--- config.mk ---
export PLATFORM = sky130hd
export DESIGN_NAME = inout_chan_bank
export DESIGN_NICKNAME = d
export VERILOG_FILES = /design/src/rtl/inout_pkg.sv /design/src/rtl/chan_pulse_seq.sv /design/src/rtl/inout_chan_bank.sv
export SDC_FILE = /design/constraint.sdc
export NUM_CORES = 1
export LEC_CHECK = 0
export ABC_CLOCK_PERIOD_IN_PS = 3300
export BUFFER_PORTS_ARGS = -buffer_cell sky130_fd_sc_hd__buf_4
export CORE_ASPECT_RATIO = 0.7
export CORE_MARGIN = 5
export CORE_UTILIZATION = 49
export CTS_CLUSTER_DIAMETER = 80
export DETAILED_ROUTE_END_ITERATION = 8
export MAX_ROUTING_LAYER = met4
export PLACE_DENSITY_LB_ADDON = 0.25
export SKIP_CTS_REPAIR_TIMING = 1
export SLEW_MARGIN = 15
export SYNTH_ARGS = -nofsm -noshare
export SYNTH_HDL_FRONTEND = slang
export SYNTH_HIERARCHICAL = 1
export SYNTH_SLANG_ARGS = --single-unit
export TNS_END_PERCENT = 5
--- constraint.sdc ---
create_clock -name SIM_CLK -period 3.3 [get_ports SIM_CLK]
set_clock_uncertainty 0.1 [all_clocks]
set_input_delay 0.495 -clock SIM_CLK [delete_from_list [all_inputs] [get_ports SIM_CLK]]
set_output_delay 0.495 -clock SIM_CLK [all_outputs]
set_load 0.005 [all_outputs]
--- src/rtl/inout_pkg.sv ---
// Shared types for the inout channel bank: channel address type and pulse-sequencer states.
package inout_pkg;

  localparam int unsigned CHAN_ADDR_W = 9;

  typedef logic [CHAN_ADDR_W-1:0] chan_addr_t;

  typedef enum logic {
    PS_IDLE,
    PS_RUN
  } pulse_state_t;

endpackage

--- src/rtl/chan_pulse_seq.sv ---
// Pulse-train sequencer: a loaded signed magnitude becomes counted plus/minus pulses,
// one per rate strobe.
module chan_pulse_seq
  import inout_pkg::*;
#(
  parameter int unsigned CW = 14
) (
  input  logic          clk,
  input  logic          rst,
  input  logic          clr,
  input  logic          load,
  input  logic [CW-1:0] load_mag,
  input  logic          load_dir,
  input  logic          stb,
  output logic          pls_p,
  output logic          pls_m,
  output logic          busy,
  output logic [CW-1:0] cnt,
  output logic          dir
);

  pulse_state_t  state_q, state_d;
  logic [CW-1:0] cnt_q, cnt_d;
  logic          dir_q, dir_d;
  logic          pls_p_q, pls_p_d;
  logic          pls_m_q, pls_m_d;

  always_ff @(posedge clk or posedge rst) begin
    if (rst) begin
      state_q <= PS_IDLE;
      cnt_q   <= '0;
      dir_q   <= 1'b0;
      pls_p_q <= 1'b0;
      pls_m_q <= 1'b0;
    end else begin
      state_q <= state_d;
      cnt_q   <= cnt_d;
      dir_q   <= dir_d;
      pls_p_q <= pls_p_d;
      pls_m_q <= pls_m_d;
    end
  end

  // Priority: abort, then load (a load swallows a coincident strobe), then strobe.
  always_comb begin
    state_d = state_q;
    cnt_d   = cnt_q;
    dir_d   = dir_q;
    pls_p_d = 1'b0;
    pls_m_d = 1'b0;
    if (clr) begin
      state_d = PS_IDLE;
      cnt_d   = '0;
      dir_d   = 1'b0;
    end else if (load) begin
      cnt_d   = load_mag;
      dir_d   = load_dir;
      state_d = (load_mag != '0) ? PS_RUN : PS_IDLE;
    end else if (state_q == PS_RUN && stb) begin
      pls_p_d = ~dir_q;
      pls_m_d = dir_q;
      cnt_d   = cnt_q - 1'b1;
      if (cnt_q == CW'(1)) begin
        state_d = PS_IDLE;
      end
    end
  end

  assign pls_p = pls_p_q;
  assign pls_m = pls_m_q;
  assign busy  = (state_q == PS_RUN);
  assign cnt   = cnt_q;
  assign dir   = dir_q;

endmodule

--- src/rtl/inout_chan_bank.sv ---
// Bank of addressable output-channel registers with registered active-low readback
// and an optional pulse-train channel.
module inout_chan_bank
  import inout_pkg::*;
#(
  parameter int unsigned              WIDTH      = 15,
  parameter int unsigned              NCHAN      = 4,
  parameter int unsigned              ADDR_W     = 9,
  parameter logic [NCHAN*ADDR_W-1:0]  CHAN_ADDRS = {9'o35, 9'o34, 9'o14, 9'o13},
  parameter logic [NCHAN-1:0]         GOJAM_MASK = 4'b1111,
  parameter bit                       PULSE_EN   = 1'b1,
  parameter int unsigned              PULSE_IDX  = 1
) (
  input  logic                   SIM_CLK,
  input  logic                   SIM_RST,
  input  logic                   GOJAM,
  input  logic [ADDR_W-1:0]      CHAN_ADDR,
  input  logic                   RCHG_n,
  input  logic                   WCHG_n,
  input  logic                   CCHG_n,
  input  logic [WIDTH-1:0]       WL,
  input  logic [NCHAN*WIDTH-1:0] CHIN,
  output logic [WIDTH-1:0]       CHOR_n,
  output logic [NCHAN*WIDTH-1:0] CH,
  input  logic                   PLS_STB,
  output logic                   PLS_P,
  output logic                   PLS_M,
  output logic                   PLS_BUSY
);

  localparam int unsigned SEL_W = (NCHAN > 1) ? $clog2(NCHAN) : 1;

  logic [NCHAN-1:0][WIDTH-1:0] reg_q, reg_d;
  logic [WIDTH-1:0]            chor_q, chor_d;
  logic [SEL_W-1:0]            sel;
  logic                        hit_any;
  logic                        is_pls_sel;
  logic [WIDTH-1:0]            rd_word;
  logic [WIDTH-2:0]            seq_cnt;
  logic                        seq_dir;
  logic                        seq_load;
  logic                        seq_clr;

  always_comb begin
    sel     = '0;
    hit_any = 1'b0;
    for (int unsigned i = 0; i < NCHAN; i++) begin
      if (!hit_any && CHAN_ADDR == CHAN_ADDRS[i*ADDR_W +: ADDR_W]) begin
        sel     = SEL_W'(i);
        hit_any = 1'b1;
      end
    end
  end

  // The pulse channel reads back live sequencer state rather than the written word.
  always_comb begin
    is_pls_sel = PULSE_EN && hit_any && (sel == SEL_W'(PULSE_IDX));
    rd_word    = is_pls_sel ? {seq_dir, seq_cnt} : reg_q[sel];
    seq_load   = !GOJAM && is_pls_sel && !WCHG_n;
    seq_clr    = GOJAM || (is_pls_sel && WCHG_n && !CCHG_n);
  end

  always_comb begin
    reg_d  = reg_q;
    chor_d = '1;
    if (GOJAM) begin
      for (int unsigned i = 0; i < NCHAN; i++) begin
        if (GOJAM_MASK[i]) begin
          reg_d[i] = '0;
        end
      end
    end else if (hit_any) begin
      if (!WCHG_n) begin
        reg_d[sel] = WL;
      end else if (!CCHG_n) begin
        reg_d[sel] = '0;
      end
      if (!RCHG_n) begin
        chor_d = ~(rd_word | CHIN[sel*WIDTH +: WIDTH]);
      end
    end
  end

  always_ff @(posedge SIM_CLK or posedge SIM_RST) begin
    if (SIM_RST) begin
      reg_q  <= '0;
      chor_q <= '1;
    end else begin
      reg_q  <= reg_d;
      chor_q <= chor_d;
    end
  end

  assign CH     = reg_q;
  assign CHOR_n = chor_q;

  if (PULSE_EN) begin : g_pulse
    chan_pulse_seq #(
      .CW(WIDTH-1)
    ) u_seq (
      .clk     (SIM_CLK),
      .rst     (SIM_RST),
      .clr     (seq_clr),
      .load    (seq_load),
      .load_mag(WL[WIDTH-2:0]),
      .load_dir(WL[WIDTH-1]),
      .stb     (PLS_STB),
      .pls_p   (PLS_P),
      .pls_m   (PLS_M),
      .busy    (PLS_BUSY),
      .cnt     (seq_cnt),
      .dir     (seq_dir)
    );
  end else begin : g_no_pulse
    assign PLS_P    = 1'b0;
    assign PLS_M    = 1'b0;
    assign PLS_BUSY = 1'b0;
    assign seq_cnt  = '0;
    assign seq_dir  = 1'b0;
  end

endmodule
After elaboration in Yosys (flattened, before gate mapping)
Index checks and enable logic that the tools add are counted.
{"block": "word_totals", "elab_cells": 87, "input_bits": 91, "out_inout_bits": 78, "ff_bits": 93}
{"block": "op_classes", "n_reduce_logical": 24, "addsub": 1, "n_eq_ne": 7, "shift": 1, "magnitude_cmp": 2, "multipliers": 1, "n_mux": 36, "n_bitwise": 5}
{"cell": "$mux 60", "n": 4}
{"cell": "$mux 15", "n": 6}
{"cell": "$and 60x60->60", "n": 1}
{"cell": "$bwmux 60", "n": 1}
{"cell": "$not 60->60", "n": 1}
{"cell": "$shiftx 60x7->15", "n": 1}
{"cell": "$mux 14", "n": 3}
{"cell": "$bmux 15 s2", "n": 1}
{"cell": "$demux 15 s2", "n": 1}
{"cell": "$eq 9x4->1 const B", "n": 2}
{"cell": "$eq 9x5->1 const B", "n": 2}
{"cell": "$mux 1", "n": 18}
{"cell": "$not 15->15", "n": 1}
{"cell": "$or 15x15->15", "n": 1}
{"cell": "$eq 14x1->1 const B", "n": 1}
{"cell": "$reduce_bool 14->1", "n": 1}
{"cell": "$sub 14x1->14 const B", "n": 1}
{"cell": "$logic_and 1x1->1", "n": 10}
{"cell": "$logic_not 1->1", "n": 6}
{"cell": "$mul 2x4->6 const B", "n": 1}
{"cell": "$reduce_bool 3->1", "n": 2}
{"cell": "$mux 2", "n": 2}
{"cell": "$reduce_and 2->1", "n": 2}
{"cell": "$reduce_bool 2->1", "n": 2}
{"cell": "other kinds (6)", "n": 6}

Logic depth before layout (Yosys ltp)
{"block": "depth", "depth_word": 21, "ltp_mapped": 9}

By module
The synthesis kept the hierarchy.
{"module": "inout_chan_bank", "instances": 1, "seq_area_each_um2": 1895.6, "cells_each": 282, "area_each_um2": 3362.0}
{"module": "chan_pulse_seq", "instances": 1, "seq_area_each_um2": 450.4, "cells_each": 105, "area_each_um2": 1059.8}

Worst setup path after synthesis
No wires, ideal clock.
{"block": "synth_path", "path_kind": "input port to flip-flop", "start": "in CHAN_ADDR[8]", "end": "reg g_pulse.u_seq.cnt_q[10] (netlist: g_pulse.u_seq/cnt[10])", "slack_ns": 0.564, "arrival_time_ns": 2.497, "n_path_buf": 3, "cell_stages": 8, "path_cell_list": "or4b_4 -> nor3b_2 -> buf_2 -> clkbuf_1 -> clkinv_1 -> clkbuf_1 -> o21bai_1 -> a21oi_1"}
{"block": "synth_between", "elab_chain_cells": 17, "word_cells_on_any_way": 27}
{"element": "start, declared", "line_no": "inout_chan_bank.sv:17", "source": "input logic [ADDR_W-1:0] CHAN_ADDR,"}
{"element": "$eq 9x4->1", "line_no": "inout_chan_bank.sv:48", "source": "if (!hit_any && CHAN_ADDR == CHAN_ADDRS[i*ADDR_W +: ADDR_W]) begin"}
{"element": "$mux 1", "line_no": "inout_chan_bank.sv:48"}
{"element": "$logic_not 1->1", "line_no": "inout_chan_bank.sv:48"}
{"element": "$logic_and 1x1->1", "line_no": "inout_chan_bank.sv:48"}
{"element": "$mux 1", "line_no": "inout_chan_bank.sv:48"}
{"element": "$logic_not 1->1", "line_no": "inout_chan_bank.sv:48"}
{"element": "$logic_and 1x1->1", "line_no": "inout_chan_bank.sv:48"}
{"element": "$mux 1", "line_no": "inout_chan_bank.sv:48"}
{"element": "$logic_not 1->1", "line_no": "inout_chan_bank.sv:48"}
{"element": "$logic_and 1x1->1", "line_no": "inout_chan_bank.sv:48"}
{"element": "$mux 2", "line_no": "inout_chan_bank.sv:48"}
{"element": "$eq 2x1->1", "line_no": "inout_chan_bank.sv:57", "source": "is_pls_sel = PULSE_EN && hit_any && (sel == SEL_W'(PULSE_IDX));"}
{"element": "$logic_and 1x1->1 *", "line_no": "inout_chan_bank.sv:57"}
{"element": "$logic_and 1x1->1 * (2 in a row)", "line_no": "inout_chan_bank.sv:59", "source": "seq_load = !GOJAM && is_pls_sel && !WCHG_n;"}
{"element": "net seq_load", "line_no": "inout_chan_bank.sv:41", "source": "logic seq_load;"}
{"element": "$mux 14", "line_no": "chan_pulse_seq.sv:55", "source": "end else if (load) begin"}
{"element": "$mux 14", "line_no": "chan_pulse_seq.sv:51", "source": "if (clr) begin"}
{"element": "end signal, assigned", "line_no": "chan_pulse_seq.sv:37", "source": "cnt_q <= cnt_d;"}
{"element": "end, declared", "line_no": "chan_pulse_seq.sv:23", "source": "logic [CW-1:0] cnt_q, cnt_d;"}
Mark *: on every way through the listed nets, which the timed path passes. The rest lies on a longest branch.
A chain may end at the register's enable or synchronous reset.

Worst setup path in the final report
{"block": "layout_path", "start": "in CHAN_ADDR[4]", "end": "reg g_pulse.u_seq.state_q (netlist: g_pulse.u_seq/busy)"}
{"block": "layout_between", "elab_chain_cells": 18, "word_cells_on_any_way": 29}
{"element": "$eq 9x4->1", "line_no": "inout_chan_bank.sv:48"}
{"element": "$mux 1", "line_no": "inout_chan_bank.sv:48"}
{"element": "$logic_not 1->1", "line_no": "inout_chan_bank.sv:48"}
{"element": "$logic_and 1x1->1", "line_no": "inout_chan_bank.sv:48"}
{"element": "$mux 1", "line_no": "inout_chan_bank.sv:48"}
{"element": "$logic_not 1->1", "line_no": "inout_chan_bank.sv:48"}
{"element": "$logic_and 1x1->1", "line_no": "inout_chan_bank.sv:48"}
{"element": "$mux 1", "line_no": "inout_chan_bank.sv:48"}
{"element": "$logic_not 1->1", "line_no": "inout_chan_bank.sv:48"}
{"element": "$logic_and 1x1->1", "line_no": "inout_chan_bank.sv:48"}
{"element": "$mux 2", "line_no": "inout_chan_bank.sv:48"}
{"element": "$eq 2x1->1", "line_no": "inout_chan_bank.sv:57"}
{"element": "$logic_and 1x1->1 *", "line_no": "inout_chan_bank.sv:57"}
{"element": "$logic_and 1x1->1 (2 in a row)", "line_no": "inout_chan_bank.sv:60", "source": "seq_clr = GOJAM || (is_pls_sel && WCHG_n && !CCHG_n);"}
{"element": "$logic_or 1x1->1", "line_no": "inout_chan_bank.sv:60"}
{"element": "$reduce_bool 3->1 (no source line)"}
{"element": "$reduce_and 2->1 (no source line)"}
{"element": "end signal, assigned", "line_no": "chan_pulse_seq.sv:36", "source": "state_q <= state_d;"}
{"element": "end, declared", "line_no": "chan_pulse_seq.sv:22", "source": "pulse_state_t state_q, state_d;"}
Mark *: on every way between the ends. The rest lies on a longest branch, timed or not.

==> flow_metrics.tcl <==
set metrics [dict create \
    outcome "complete, no violations" \
    synth-seq-area-share_pct 53.1 \
    final_net_count 648 \
    multi_input_area_sq_um 1960 \
    fmax_mhz 436 \
    root_buffer "clkbuf_16" \
    grt_max_degree 32 \
    yosys-top-cells-area "dfrtp_1, a22o_1, dfstp_2" \
    fin_cells 684 \
    die-width_um 124 \
    reg2reg_depth 4 \
    hold_path.class "primary input to async pin" \
    reg2reg_from "g_pulse.u_seq/cnt[2]" \
    cp_max_fo 31 \
    dpl.hpwl_um 11200 \
    num_rows 29 \
    routed.top_layer "met4" \
    ant_nets 0 \
    global_route.overflow_total 0 \
    max-cap-violations 0 \
    via_count 4203 \
    ys_types 49 \
    ios 169 \
    cts_buffer_depth 2 \
    r2r_setup_slack_ps 1280 \
    synth-edff-count 0 \
    clk_pin_slew_ps 60 \
    die-area_sq_um 11100 \
    arrival_ps 2400 \
    dr.pass1.iters 5 \
    critPathKind "primary input to flip-flop" \
    grt_util_all_layers_pct 28.6 \
    grt_pass1_vias 4077 \
    async_flop_share_pct 100 \
    p_leak_uw 0.00288 \
    worstPathRequired_ps 3410 \
    wire_per_inst_um 22.1 \
    netlist_area_sq_um 4420 \
    wl_met1_um 6300 \
    gp_congestion 0.902 \
    drtIter0Drc 386 \
    yosys_warnings 6 \
    worstMarginPinSlew_ps 984 \
    core_area_sq_um 8930 \
    vdd_drop_max_v 0.000347 \
    finalCritPeriodShare_pct 69.4 \
    cts_tree "done" \
    yosys.area.top_type "dfrtp_1" \
    cts_max_level 3 \
    initial_core_util_pct 49.5 \
    clkSinkCount 93 \
    cp-start-kind "primary input" \
    route.detailed.drc 0 \
    finalMaxSlewViolations 0 \
    drt_wl_total_um 15100 \
    max_slew_margin_pct 34.4 \
    fillCellCount 724 \
    seqCellArea_sq_um 2350 \
    synth.top_cell.area_share_pct 44.1 \
    ys.flop_type "dfrtp_1" \
    final-setup-viol-count 0 \
    grt_pass1_wl_um 22900 \
    grt_antenna_before_repair 0 \
    drive_gt1_share_pct 40.5 \
    dr_wl_met2_um 6990 \
    hold_violations 0 \
    clock_latency_ps 340 \
    diodes 0 \
    fin_tns_setup_ps 0 \
    die_height_um 89.5 \
    syn2layout_area_growth_pct 38.3 \
    powerDensity_nw_per_um2 386 \
    syn_avg_cell_area_sq_um 11.4 \
    critPathCaptureType "flip-flop" \
    io_buffers 168 \
    cts-buffers-inserted 9 \
    routed-wl-met3_um 1620 \
    synth_cells 387 \
    dp.cells 668 \
    syn_nets 480 \
    viasPerCell 6.14 \
    r2r-end "g_pulse.u_seq/cnt[11]" \
    ys_ff_latch 93 \
    rsz0062_at_grt "no" \
    period_needed_ps 2290 \
]
==> metrics by stage <==
stage               cell area, sq um  hold slack, ps  util [%]  total power, uW  worst slack, ps
floorplan                       4420             334         -             1250              564
global placement                5830             387      65.3             1380              858
detailed placement              5830             382      65.3             1390              685
CTS                             6110            88.1      68.5             2370             1030
global route                    6110             121      68.5             2430              824
finish                          6110            80.7      68.5             2360             1010
==> area by class of cell <==
cell class | count | area share [%]
Timing Repair Buffer | 179 | 22.0
Sequential cell | 93 | 38.4
Clock inverter | 4 | 0.491
Clock buffer | 12 | 4.19
Multi-Input combinational cell | 265 | 32.0
Inverter | 7 | 0.430
Tap cell | 124 | 2.54
==> cell usage after synthesis (2+ instances only) <==
cell type and number:
nor4_1 4, nor4b_1 2, inv_1 6, nand2_1 11, nand2b_1 2, or4_1 2, dfrtp_1 78, nor4_4 3
o21ai_0 2, mux2i_1 8, clkbuf_1 9, nor3b_2 2, a211oi_1 7, xor2_1 2, a21oi_1 17, a311oi_1 3
nor2_1 34, nor4_2 2, xnor2_1 10, o41a_1 2, ha_1 2, nor3_1 18, dfstp_2 15, a211oi_2 3
nand3b_1 2, buf_1 3, a41oi_1 2, a22o_1 56, buf_6 3, or3_1 34, nand3_1 3, a32oi_1 15
nand4bb_1 3, buf_2 7
==> report_power, final <==
group | internal [uW] | switching [uW]
sequential | 1140 | 0.818
combinational | 101 | 129
clock | 555 | 431
==> worst max-delay path by stage <==
stage                     depth (start not counted)  slack (ps)         start                    end
final                                             8        1010  CHAN_ADDR[4]     g_pulse.u_seq/busy
after global routing                              8         820  CHAN_ADDR[4]     g_pulse.u_seq/busy
after CTS                                         8        1030  CHAN_ADDR[4]     g_pulse.u_seq/busy
after detailed placement                          8         690  CHAN_ADDR[4]     g_pulse.u_seq/busy
after global placement                            8         860  CHAN_ADDR[4]     g_pulse.u_seq/busy
after floorplan                                   8         560  CHAN_ADDR[8]  g_pulse.u_seq/cnt[10]
==> critical path, cell delays in order <==
cell,delay (ps)
buf_4,220
nor4b_1,630
nor3b_2,320
clkinv_1,90
buf_4,220
nor2_1,190
a41o_1,180
a21oi_1,50
==> cells in the final DEF, fill, tap and decap left out, drive strengths merged, types with 3 or more instances in the layout <==
cell type,count
a211oi,10
a21oi,17
a22o,56
a311oi,3
a32oi,15
buf,179
clkbuf,12
clkinv,3
dfrtp,78
dfstp,15
inv,7
mux2i,8
nand2,11
nand3,3
nand4bb,3
nor2,34
nor3,19
nor4,9
nor4b,3
or3,35
or4,3
xnor2,10
==> kinds of logic after synthesis <==
family / count (synthesis) / share of synthesized area [%]
AND/OR/NAND/NOR: 132 / 18.5
AO/OA/AOI/OAI: 111 / 20.5
flip-flops: 93 / 53.1
buffers and inverters: 29 / 3.17
XOR/XNOR: 12 / 2.38
multiplexers: 8 / 1.81
adder cells (fa/ha/maj): 2 / 0.566
==> routing by layer <==
metal | vias to the layer above | global-route usage (%)
li1 | 1832 | -
met1 | 2064 | 39.2
met2 | 275 | 42.7
met3 | 32 | 7.72
met4 | 0 | 6.63
met5 | - | -
==> state kept, by name, summed over array words and instances, names as in the netlist <==
register,flops
CH,60
CHOR_n,15
g_pulse.u_seq/busy,1
g_pulse.u_seq/cnt,14
g_pulse.u_seq/dir,1
g_pulse.u_seq/pls_m,1
g_pulse.u_seq/pls_p,1
No activity file was read; power rests on OpenSTA's default activity.
